<file path="config.mk">
export PLATFORM = sky130hd
export DESIGN_NAME = bcd_timekeeper_flat
export DESIGN_NICKNAME = d
export VERILOG_FILES = /design/src/rtl/bcd_timekeeper_if.sv /design/src/rtl/bcd_timekeeper.sv /design/src/flat_wrapper.sv
export SDC_FILE = /design/constraint.sdc
export NUM_CORES = 1
export LEC_CHECK = 0
export CORE_MARGIN = 1.5
export CORE_UTILIZATION = 43
export DETAILED_ROUTE_END_ITERATION = 10
export MAX_ROUTING_LAYER = met4
export PLACE_DENSITY_LB_ADDON = 0.1
export SYNTH_ARGS = -nofsm -noshare
export SYNTH_HDL_FRONTEND = slang
export SYNTH_SLANG_ARGS = --single-unit
</file>
<file path="constraint.sdc">
create_clock -name px_clk -period 4.9 [get_ports px_clk]
set_input_delay 0.98 -clock px_clk [delete_from_list [all_inputs] [get_ports px_clk]]
set_output_delay 0.98 -clock px_clk [all_outputs]
set_load 0.05 [all_outputs]
</file>
<file path="src/rtl/bcd_timekeeper_if.sv">
// bcd_timekeeper_if: controls, display index and status outputs of the BCD timekeeper.
interface bcd_timekeeper_if;
  logic       mode_12h;
  logic       adj_hrs;
  logic       adj_min;
  logic       adj_sec;
  logic [5:0] x_block;
  logic [3:0] number;
  logic       pm;
  logic       sec_strobe;
  logic [3:0] color_offset;
  modport master (
    output mode_12h, adj_hrs, adj_min, adj_sec, x_block,
    input  number, pm, sec_strobe, color_offset
  );
  modport slave (
    input  mode_12h, adj_hrs, adj_min, adj_sec, x_block,
    output number, pm, sec_strobe, color_offset
  );
endinterface

</file>
<file path="src/rtl/bcd_timekeeper.sv">
// bcd_timekeeper: BCD hh:mm:ss core with prescaler, adjust buttons and glyph lookup.
// Optional COLON_BLINK_EN blanks the colons during the second half of each second.
module bcd_timekeeper #(
  parameter int TICKS_PER_SEC = 31_500_000,
  parameter int FONT_W        = 4,
  parameter bit SHOW_SEC      = 1
) (
  input logic             px_clk,
  input logic             reset,
  bcd_timekeeper_if.slave tk
);
  localparam int PW = $clog2(TICKS_PER_SEC);
  localparam logic [PW-1:0] LAST = PW'(TICKS_PER_SEC - 1);
  localparam logic [5:0] CELLS = SHOW_SEC ? 6'd8 : 6'd5;
  localparam logic [3:0] COLON = 4'd10;
  localparam logic [3:0] BLANK = 4'd11;
  logic [7:0]    r_hrs, r_min, r_sec;
  logic [PW-1:0] r_presc;
  logic          r_pend, r_pm, r_strobe;
  logic [3:0]    r_number, r_color;
  logic          w_tick, w_adj, w_apply, w_min_inc, w_hrs_inc, w_pend_n;
  logic [7:0]    w_hrs_n, w_min_n, w_sec_n;
  logic [PW-1:0] w_presc_n;
  logic [4:0]    w_hb, w_hd;
  logic [3:0]    w_ht, w_hu, w_colon, w_glyph;
  logic [5:0]    w_cell;
  logic [3:0]    w_cells [8];
  function automatic logic [7:0] inc60(input logic [7:0] v);
    return v[3:0] == 4'd9 ? {v[7:4] == 4'd5 ? 4'd0 : v[7:4] + 4'd1, 4'd0} : {v[7:4], v[3:0] + 4'd1};
  endfunction
  function automatic logic [7:0] inc24(input logic [7:0] v);
    return v == 8'h23 ? 8'h00 : v[3:0] == 4'd9 ? {v[7:4] + 4'd1, 4'd0} : {v[7:4], v[3:0] + 4'd1};
  endfunction
  // Adjusts and ticks never act in the same cycle, so carries cannot collide with button edits.
  always_comb begin
    w_tick    = r_presc == LAST;
    w_adj     = tk.adj_hrs | tk.adj_min | tk.adj_sec;
    w_apply   = !w_adj && (w_tick || r_pend);
    w_min_inc = tk.adj_min || (w_apply && r_sec == 8'h59);
    w_hrs_inc = tk.adj_hrs || (w_apply && r_sec == 8'h59 && r_min == 8'h59);
    w_sec_n   = tk.adj_sec ? 8'h00 : w_apply ? inc60(r_sec) : r_sec;
    w_min_n   = w_min_inc ? inc60(r_min) : r_min;
    w_hrs_n   = w_hrs_inc ? inc24(r_hrs) : r_hrs;
    w_presc_n = (tk.adj_sec || w_tick) ? '0 : r_presc + PW'(1);
    w_pend_n  = tk.adj_sec ? 1'b0 : (w_adj && w_tick) ? 1'b1 : w_apply ? 1'b0 : r_pend;
  end
  always_comb begin
    w_hb = 5'(r_hrs[7:4]) * 5'd10 + 5'(r_hrs[3:0]);
    w_hd = w_hb == 5'd0 ? 5'd12 : w_hb > 5'd12 ? w_hb - 5'd12 : w_hb;
    w_ht = tk.mode_12h ? (w_hd >= 5'd10 ? 4'd1 : BLANK) : r_hrs[7:4];
    w_hu = tk.mode_12h ? (w_hd >= 5'd10 ? 4'(w_hd - 5'd10) : w_hd[3:0]) : r_hrs[3:0];
`ifdef COLON_BLINK_EN
    w_colon = r_presc >= PW'(TICKS_PER_SEC / 2) ? BLANK : COLON;
`else
    w_colon = COLON;
`endif
    w_cells[0] = w_ht;
    w_cells[1] = w_hu;
    w_cells[2] = w_colon;
    w_cells[3] = r_min[7:4];
    w_cells[4] = r_min[3:0];
    w_cells[5] = w_colon;
    w_cells[6] = r_sec[7:4];
    w_cells[7] = r_sec[3:0];
    w_cell     = tk.x_block / 6'(FONT_W);
    w_glyph    = w_cell < CELLS ? w_cells[w_cell[2:0]] : BLANK;
  end
  always_ff @(posedge px_clk) begin
    if (reset) begin
      r_hrs    <= '0;
      r_min    <= '0;
      r_sec    <= '0;
      r_presc  <= '0;
      r_pend   <= 1'b0;
      r_pm     <= 1'b0;
      r_strobe <= 1'b0;
      r_color  <= '0;
      r_number <= BLANK;
    end else begin
      r_hrs    <= w_hrs_n;
      r_min    <= w_min_n;
      r_sec    <= w_sec_n;
      r_presc  <= w_presc_n;
      r_pend   <= w_pend_n;
      r_pm     <= w_hrs_n >= 8'h12;
      r_strobe <= w_apply;
      r_color  <= r_color + 4'(w_min_inc);
      r_number <= w_glyph;
    end
  end
  assign tk.number       = r_number;
  assign tk.pm           = r_pm;
  assign tk.sec_strobe   = r_strobe;
  assign tk.color_offset = r_color;
endmodule

</file>
<file path="src/flat_wrapper.sv">
// flat-port wrapper written by rule: the top's interface ports become plain ports
module bcd_timekeeper_flat 
#(
  parameter int TICKS_PER_SEC = 31_500_000,
  parameter int FONT_W        = 4,
  parameter bit SHOW_SEC      = 1
)
  (px_clk, reset, tk_mode_12h, tk_adj_hrs, tk_adj_min, tk_adj_sec, tk_x_block, tk_number, tk_pm, tk_sec_strobe, tk_color_offset);
  bcd_timekeeper_if tk_i ();
  input logic px_clk;
  input logic reset;
  input wire logic [$bits(tk_i.mode_12h)-1:0] tk_mode_12h;
  input wire logic [$bits(tk_i.adj_hrs)-1:0] tk_adj_hrs;
  input wire logic [$bits(tk_i.adj_min)-1:0] tk_adj_min;
  input wire logic [$bits(tk_i.adj_sec)-1:0] tk_adj_sec;
  input wire logic [$bits(tk_i.x_block)-1:0] tk_x_block;
  output wire logic [$bits(tk_i.number)-1:0] tk_number;
  output wire logic [$bits(tk_i.pm)-1:0] tk_pm;
  output wire logic [$bits(tk_i.sec_strobe)-1:0] tk_sec_strobe;
  output wire logic [$bits(tk_i.color_offset)-1:0] tk_color_offset;
  assign tk_i.mode_12h = tk_mode_12h;
  assign tk_i.adj_hrs = tk_adj_hrs;
  assign tk_i.adj_min = tk_adj_min;
  assign tk_i.adj_sec = tk_adj_sec;
  assign tk_i.x_block = tk_x_block;
  assign tk_number = tk_i.number;
  assign tk_pm = tk_i.pm;
  assign tk_sec_strobe = tk_i.sec_strobe;
  assign tk_color_offset = tk_i.color_offset;
  bcd_timekeeper #(.TICKS_PER_SEC(TICKS_PER_SEC), .FONT_W(FONT_W), .SHOW_SEC(SHOW_SEC)) u_core (.px_clk(px_clk), .reset(reset), .tk(tk_i));
endmodule
</file>
==> impl_metrics.tcl, run 1 <==
set metrics [dict create \
    status "completed" \
    numCtsBuffers 9 \
    io_pins 22 \
    max_freq_ghz 0.2753 \
    whs_endpoint "u_core.r_presc[0]" \
    crit_chain "ha_1 -> ha_1 -> xnor2_1 -> inv_1 -> ha_1 -> nor3b_1 -> o21a_1 -> o31ai_1 -> ha_1 -> o41a_1 -> o211a_1 -> mux2_1 -> a31oi_1" \
    num_vias 2713 \
    via_per_inst 5.197 \
    async_flop_share_pct 0 \
    hp-class "reg -> reg" \
    synth_ff_type "dfxtp_1" \
    htree_levels 3 \
    cts.sinks 60 \
    cp_common_cell "ha_1" \
    place_ws_ns 1.276 \
    crit_required_ns 5.16 \
    slew_viol_final 0 \
    grtUsageTotal_pct 18.33 \
    rsz0062_at_grt "false" \
    power_per_cell_area_mw_per_mm2 274.2 \
    holdCritStartpoint "u_core.r_presc[0]" \
    path_clk_slew_ns 0.07 \
    total_power_mw 1.055 \
    cap_violations 0 \
    postLayoutCoreUtil_pct 50.33 \
    setup_viol 0 \
    clock_skew_ns 0.009154 \
    cts_tree "built" \
    worst_pin_slew_ns 1.035 \
    seq_area_sq_mm 0.001201 \
    clock_power_share_pct 43.4 \
    p_leak_nw 1.412 \
    path_class "reg -> reg" \
    drt_first_pass_iters 4 \
    drc 0 \
    ys_ff_latch 60 \
    multi_input_area_sq_mm 0.002041 \
    holdPathStages 1 \
    min_period_over_period_pct 74.14 \
    clock_path_buffers 2 \
    syn_area_per_cell_sq_um 8.474 \
    nFillCells 742 \
    instances_no_fill 522 \
    synth.area.top_cells "dfxtp_1, nor2_1, ha_1" \
    ys_seq_area_share_pct 35.79 \
    r2r_start "u_core.r_hrs[4]" \
    internal-power_mw 0.7941 \
    post_cts_buffers 0 \
    core_area_sq_mm 0.007647 \
    ys_top_cells_by_count "dfxtp_1, nor2_1, nand3_1" \
    setup.worst_path.start_class "flip-flop" \
    synth_edf_count 0 \
    root_buffer "clkbuf_8" \
    grt_max_degree 18 \
    grt_pass1_vias 2599 \
    synthCells 396 \
    vdd_ir_drop_max_mv 0.2654 \
    syn-num-nets 424 \
    die_area_sq_mm 0.008343 \
    dp_hpwl_mm 4.894 \
    die_w_um 91.34 \
    gp_congestion 0.8377 \
    die_y_um 91.34 \
    drtIter0Drc 134 \
    period_minus_slack_ns 3.633 \
    rr_worst_depth 13 \
    grt_remaining_overflow 0 \
    cts_resized 0 \
    power_frac_seq_pct 47.6 \
    yosysTopAreaCellShare_pct 35.79 \
    critPathMaxFanout 7 \
    area_delta_synth_final_pct 14.69 \
    p_switching_mw 0.2613 \
    slowest_stage "dfxtp_1" \
    cp_data_arrival_time_ns 3.89 \
    drive_above_1_share_pct 7.857 \
    combPwrFrac_pct 9.0 \
    nets 443 \
    timing.setup.tns_ns 0 \
    reg2reg_setup_slack_ns 1.27 \
    synth_cell_type_count 63 \
    dp.cells 506 \
    drt-total-wl_mm 6.749 \
    slew_headroom_pct 30.70 \
    hold_viol 0 \
    detail-route-antenna-nets 0 \
    r2r_end "u_core.tk.number[2]" \
    clk_latency_ns 0.33 \
    yosysWarnings 0 \
    num_rows 32 \
    synth_largest_area_cell "dfxtp_1" \
    wl_per_cell_um 12.93 \
    switching_share_pct 24.76 \
    endpoint_kind "flip-flop" \
    start_util_pct 43.88 \
    ctsHoldBuffers 0 \
    synth_area_sq_mm 0.003356 \
    io_buffers 19 \
    grt_pass1_wl_mm 11.96 \
    fin_ws_ns 1.267 \
    cpPeakStageDelay_ns 0.45 \
    antenna_cells 0 \
    antenna_found_initial 0 \
]
-- power by group through the flow --
stage / Combinational (mW) / Sequential [mW] / Clock, mW
after floorplan: 0.0552 / 0.524 / 0
after global routing: 0.106 / 0.503 / 0.495
after detailed placement: 0.0959 / 0.513 / 0
after CTS: 0.0962 / 0.502 / 0.474
after global placement: 0.0952 / 0.513 / 0
final: 0.0954 / 0.502 / 0.458
-- layout make-up --
class                           instances  area share (%)
Multi-Input combinational cell        305           53.02
Sequential cell                        60           31.21
Timing Repair Buffer                   22           5.527
Clock buffer                           12           4.031
Tap cell                              102           3.316
Inverter                               17           1.658
Clock inverter                          4           1.235
-- critical path, delay by kind of cell (launching register included) --
family | cells | cell delay (ns)
AO/OA/AOI/OAI | 5 | 0.99
XOR/XNOR | 1 | 0.39
adder cells (fa/ha/maj) | 4 | 1.09
buffers and inverters | 1 | 0.15
flip-flops | 1 | 0.45
multiplexers | 1 | 0.33
AND/OR/NAND/NOR | 1 | 0.16
-- flip-flops by register name, indices dropped and copies added, names as in the netlist --
signal and flops:
u_core.tk.color_offset 4, u_core.r_pend 1, u_core.tk.number 4, u_core.r_presc 25, u_core.r_min 8, u_core.tk.pm 1, u_core.r_sec 8, u_core.tk.sec_strobe 1
u_core.r_hrs 8
-- per-layer routing --
layer | up-vias | track usage, % | routed length [um]
met2 | 34 | 28.05 | 2966
met4 | 0 | 6.380 | 129
li1 | 1436 | - | -
met5 | - | - | 0
met3 | 15 | 4.941 | 212
met1 | 1228 | 23.29 | 3441
-- cells in the final DEF (no fill, tap or decap), types with 4 or more instances in the layout --
| cell type | instances |
|---|---|
| nor2_1 | 60 |
| dfxtp_1 | 60 |
| nand3_1 | 26 |
| a21oi_1 | 23 |
| nand2_1 | 22 |
| xor2_1 | 21 |
| clkdlybuf4s50_1 | 19 |
| inv_1 | 16 |
| ha_1 | 15 |
| xnor2_1 | 14 |
| nor3_1 | 12 |
| clkbuf_8 | 11 |
| nor2b_1 | 10 |
| mux2i_1 | 9 |
| o21ai_0 | 8 |
| nor3b_1 | 6 |
| and3_1 | 5 |
| and4_1 | 4 |
| nand4_1 | 4 |
-- how the worst max path moves through the flow --
stage,from,end,cells past startpoint
2_1_floorplan,u_core.r_hrs[4],u_core.tk.number[2],13
3_3_place_gp,u_core.r_hrs[4],u_core.tk.number[2],13
3_5_place_dp,u_core.r_hrs[4],u_core.tk.number[2],13
4_1_cts,u_core.r_hrs[4],u_core.tk.number[2],13
5_1_grt,u_core.r_hrs[4],u_core.tk.number[2],13
6_report,u_core.r_hrs[4],u_core.tk.number[2],13
-- metrics by stage --
| stage | hold WS (ns) | area, sq um |
|---|---|---|
| after global placement | 0.4442 | 3646 |
| after CTS | 0.4651 | 3849 |
| final | 0.4602 | 3849 |
| after detailed placement | 0.4491 | 3646 |
| after floorplan | 0.4261 | 3356 |
| after global routing | 0.4808 | 3849 |
-- cells by family (layout without fill, tap and decap cells) --
family | Yosys count | after routing | share of synthesized area, %
and+or+nand+nor | 176 | 176 | 27.44
AOI/OAI and AO/OA | 65 | 65 | 13.54
DFF | 60 | 60 | 35.79
xor gates and xnor gates | 36 | 36 | 9.806
buffers and inverters | 31 | 55 | 3.542
adders and majority gates | 16 | 16 | 6.189
muxes | 12 | 12 | 3.691
No activity file was read; power rests on OpenSTA's default activity.
==> inputs of run 2 (changes only) <==
==> constraint.sdc (replaced) <==
create_clock -name px_clk -period 3.6 [get_ports px_clk]
set_input_delay 0.72 -clock px_clk [delete_from_list [all_inputs] [get_ports px_clk]]
set_output_delay 0.72 -clock px_clk [all_outputs]
set_load 0.05 [all_outputs]
==> run 2 against run 1 <==
Against the previous run: final cell count up 1.1%; core utilization rose by 1.3 points; register-to-register slack worse by 1.1 ns; first-iteration DRC count down 22%; critical endpoint unchanged; die area unchanged; critical path type unchanged.
==> impl_metrics.tcl, run 2 (synthesis gave the netlist of run 1 again) <==
set metrics [dict create \
    status "completed" \
    endpoint_kind "flip-flop" \
    fin_hold_ws_ns 0.4667 \
    drt_first_pass_iters 5 \
    die_area_sq_mm 0.008343 \
    num_vias 2795 \
    wl_per_cell_um 13.29 \
    cap_violations 0 \
    holdCritStartpoint "u_core.r_presc[0]" \
    rr_worst_depth 13 \
    io_buffers 19 \
    place_ws_ns -0.02225 \
    drtIter0Drc 104 \
    io_pins 22 \
    use_met3_pct 5.444 \
    max_freq_ghz 0.2925 \
    period_minus_slack_ns 3.418 \
    power_per_cell_area_mw_per_mm2 384.3 \
    clk_latency_ns 0.33 \
    gp_congestion 0.8373 \
    drive_above_1_share_pct 10.33 \
    cts_tree "built" \
    p_leak_nw 1.466 \
    final_common_cell "nor2_1" \
    antenna_found_initial 0 \
    layout_common_cells "nor2_1, dfxtp_1, nand3_1, a21oi_1, nand2_1" \
    path_clk_slew_ns 0.07 \
    slew_headroom_pct 35.81 \
    crit_required_ns 3.85 \
    rsz0062_at_grt "true" \
    antenna_cells 0 \
    dp_hpwl_mm 5.042 \
    grt_pass1_vias 2732 \
    path_class "reg -> reg" \
    setup_viol 0 \
    cts.sinks 60 \
    min_period_over_period_pct 94.95 \
    ctsHoldBuffers 0 \
    total_power_mw 1.518 \
    r2r_end "u_core.tk.number[2]" \
    vdd_ir_drop_max_mv 0.2135 \
    hp-class "reg -> reg" \
    htree_levels 3 \
    hold_viol 0 \
    grt_max_degree 18 \
    nets 450 \
    detail-route-antenna-nets 0 \
    drt-total-wl_mm 7.016 \
    whs_endpoint "u_core.r_presc[0]" \
    worst_pin_slew_ns 0.9584 \
    r2r_start "u_core.r_hrs[1]" \
    grt_pass1_wl_mm 12.44 \
    clock_path_buffers 2 \
    holdPathStages 1 \
    grt_remaining_overflow 0 \
    area_delta_synth_final_pct 17.67 \
    grt.met2_usage_pct 30.53 \
    start_util_pct 43.88 \
    reg2reg_setup_slack_ns 0.18 \
    num_rows 32 \
    critPathMaxFanout 6 \
    slew_viol_final 0 \
    drc 0 \
    setup.worst_path.start_class "flip-flop" \
    numCtsBuffers 9 \
    die_y_um 91.34 \
    cp_data_arrival_time_ns 3.67 \
    fin_ws_ns 0.1817 \
    die_w_um 91.34 \
    regMostFlops "u_core.r_presc" \
    root_buffer "clkbuf_8" \
    instances_no_fill 528 \
    grt_busiest_layer "met2" \
    grtUsageTotal_pct 18.92 \
    grt_use_met1_pct 22.76 \
    core_area_sq_mm 0.007647 \
    largest_reg_flops 25 \
    dp.cells 512 \
    clock_skew_ns 0.01265 \
    via_per_inst 5.294 \
]
run 2: cell types whose count changed in the layout (fill, tap and decap cells not counted), sizes merged:
| cell | previous run | this run |
|---|---|---|
| buf | 3 | 10 |
| bufinv | 1 | 2 |
| clkinv | 2 | 1 |
| clkinvlp | 1 | 0 |
run 2: worst max-delay path by stage:
stage / startpoint / endpoint / slack, ns / cells past startpoint
finish: u_core.r_hrs[1] / u_core.tk.number[2] / 0.18 / 13
global route: u_core.r_hrs[1] / u_core.tk.number[2] / -0.06 / 13
CTS: u_core.r_hrs[4] / u_core.tk.number[2] / 0.07 / 13
detailed placement: u_core.r_hrs[4] / u_core.tk.number[2] / -0.02 / 13
global placement: u_core.r_hrs[4] / u_core.tk.number[2] / 0.12 / 13
floorplan: u_core.r_hrs[4] / u_core.tk.number[2] / 0.41 / 13
run 2: critical path, stage by stage, from the launching register on:
cell and delay, ns:
dfxtp_1 0.37, ha_1 0.25, fa_1 0.42, xnor2_2 0.28
inv_1 0.12, ha_1 0.23, nor3b_1 0.16, o21a_1 0.20
o31ai_2 0.23, ha_2 0.24, o41a_1 0.14, o211a_1 0.19
mux2_1 0.33, a31oi_1 0.16
run 2: cell type report:
type	count	area, sq um
well taps	102	127.6
clock inverters	3	68.82
multi-input cells	305	2056
flip-flops and latches	60	1202
inverters	17	63.81
clock buffers	12	165.2
repair buffers	29	265.3
fillers	740	3699
run 2: report_power, final:
part / internal [mW] / leakage [nW] / switching, mW
Combinational: 0.0551 / 0.862 / 0.0794
Clock: 0.444 / 0.119 / 0.255
Sequential: 0.673 / 0.486 / 0.0102
Total: 1.17 / 1.47 / 0.345
run 2: layer usage:
| layer | vias to the layer above | share of wire (%) |
|---|---|---|
| met3 | 7 | 3.5 |
| li1 | 1447 | - |
| met2 | 42 | 48 |
| met5 | - | 0 |
| met4 | 0 | 0.88 |
| met1 | 1299 | 48 |
run 2: what timing repair did:
item / in CTS / in global routing
gates cloned: 0 / 0
setup endpoints to repair: 1 / 2
pin swaps: 0 / 2
buffers inserted: 0 / 1
endpoints found under the hold margin: 0 / 0
gates resized for setup: 1 / 3
run 2: through the flow:
step	TNS, ns	utilization [%]	cell area (sq um)
4_1_cts	0	51.42	3933
3_5_place_dp	-0.02225	48.27	3691
6_report	0	51.64	3949
2_1_floorplan	0	-	3356
3_3_place_gp	0	48.27	3691
5_1_grt	-0.09750	51.64	3949
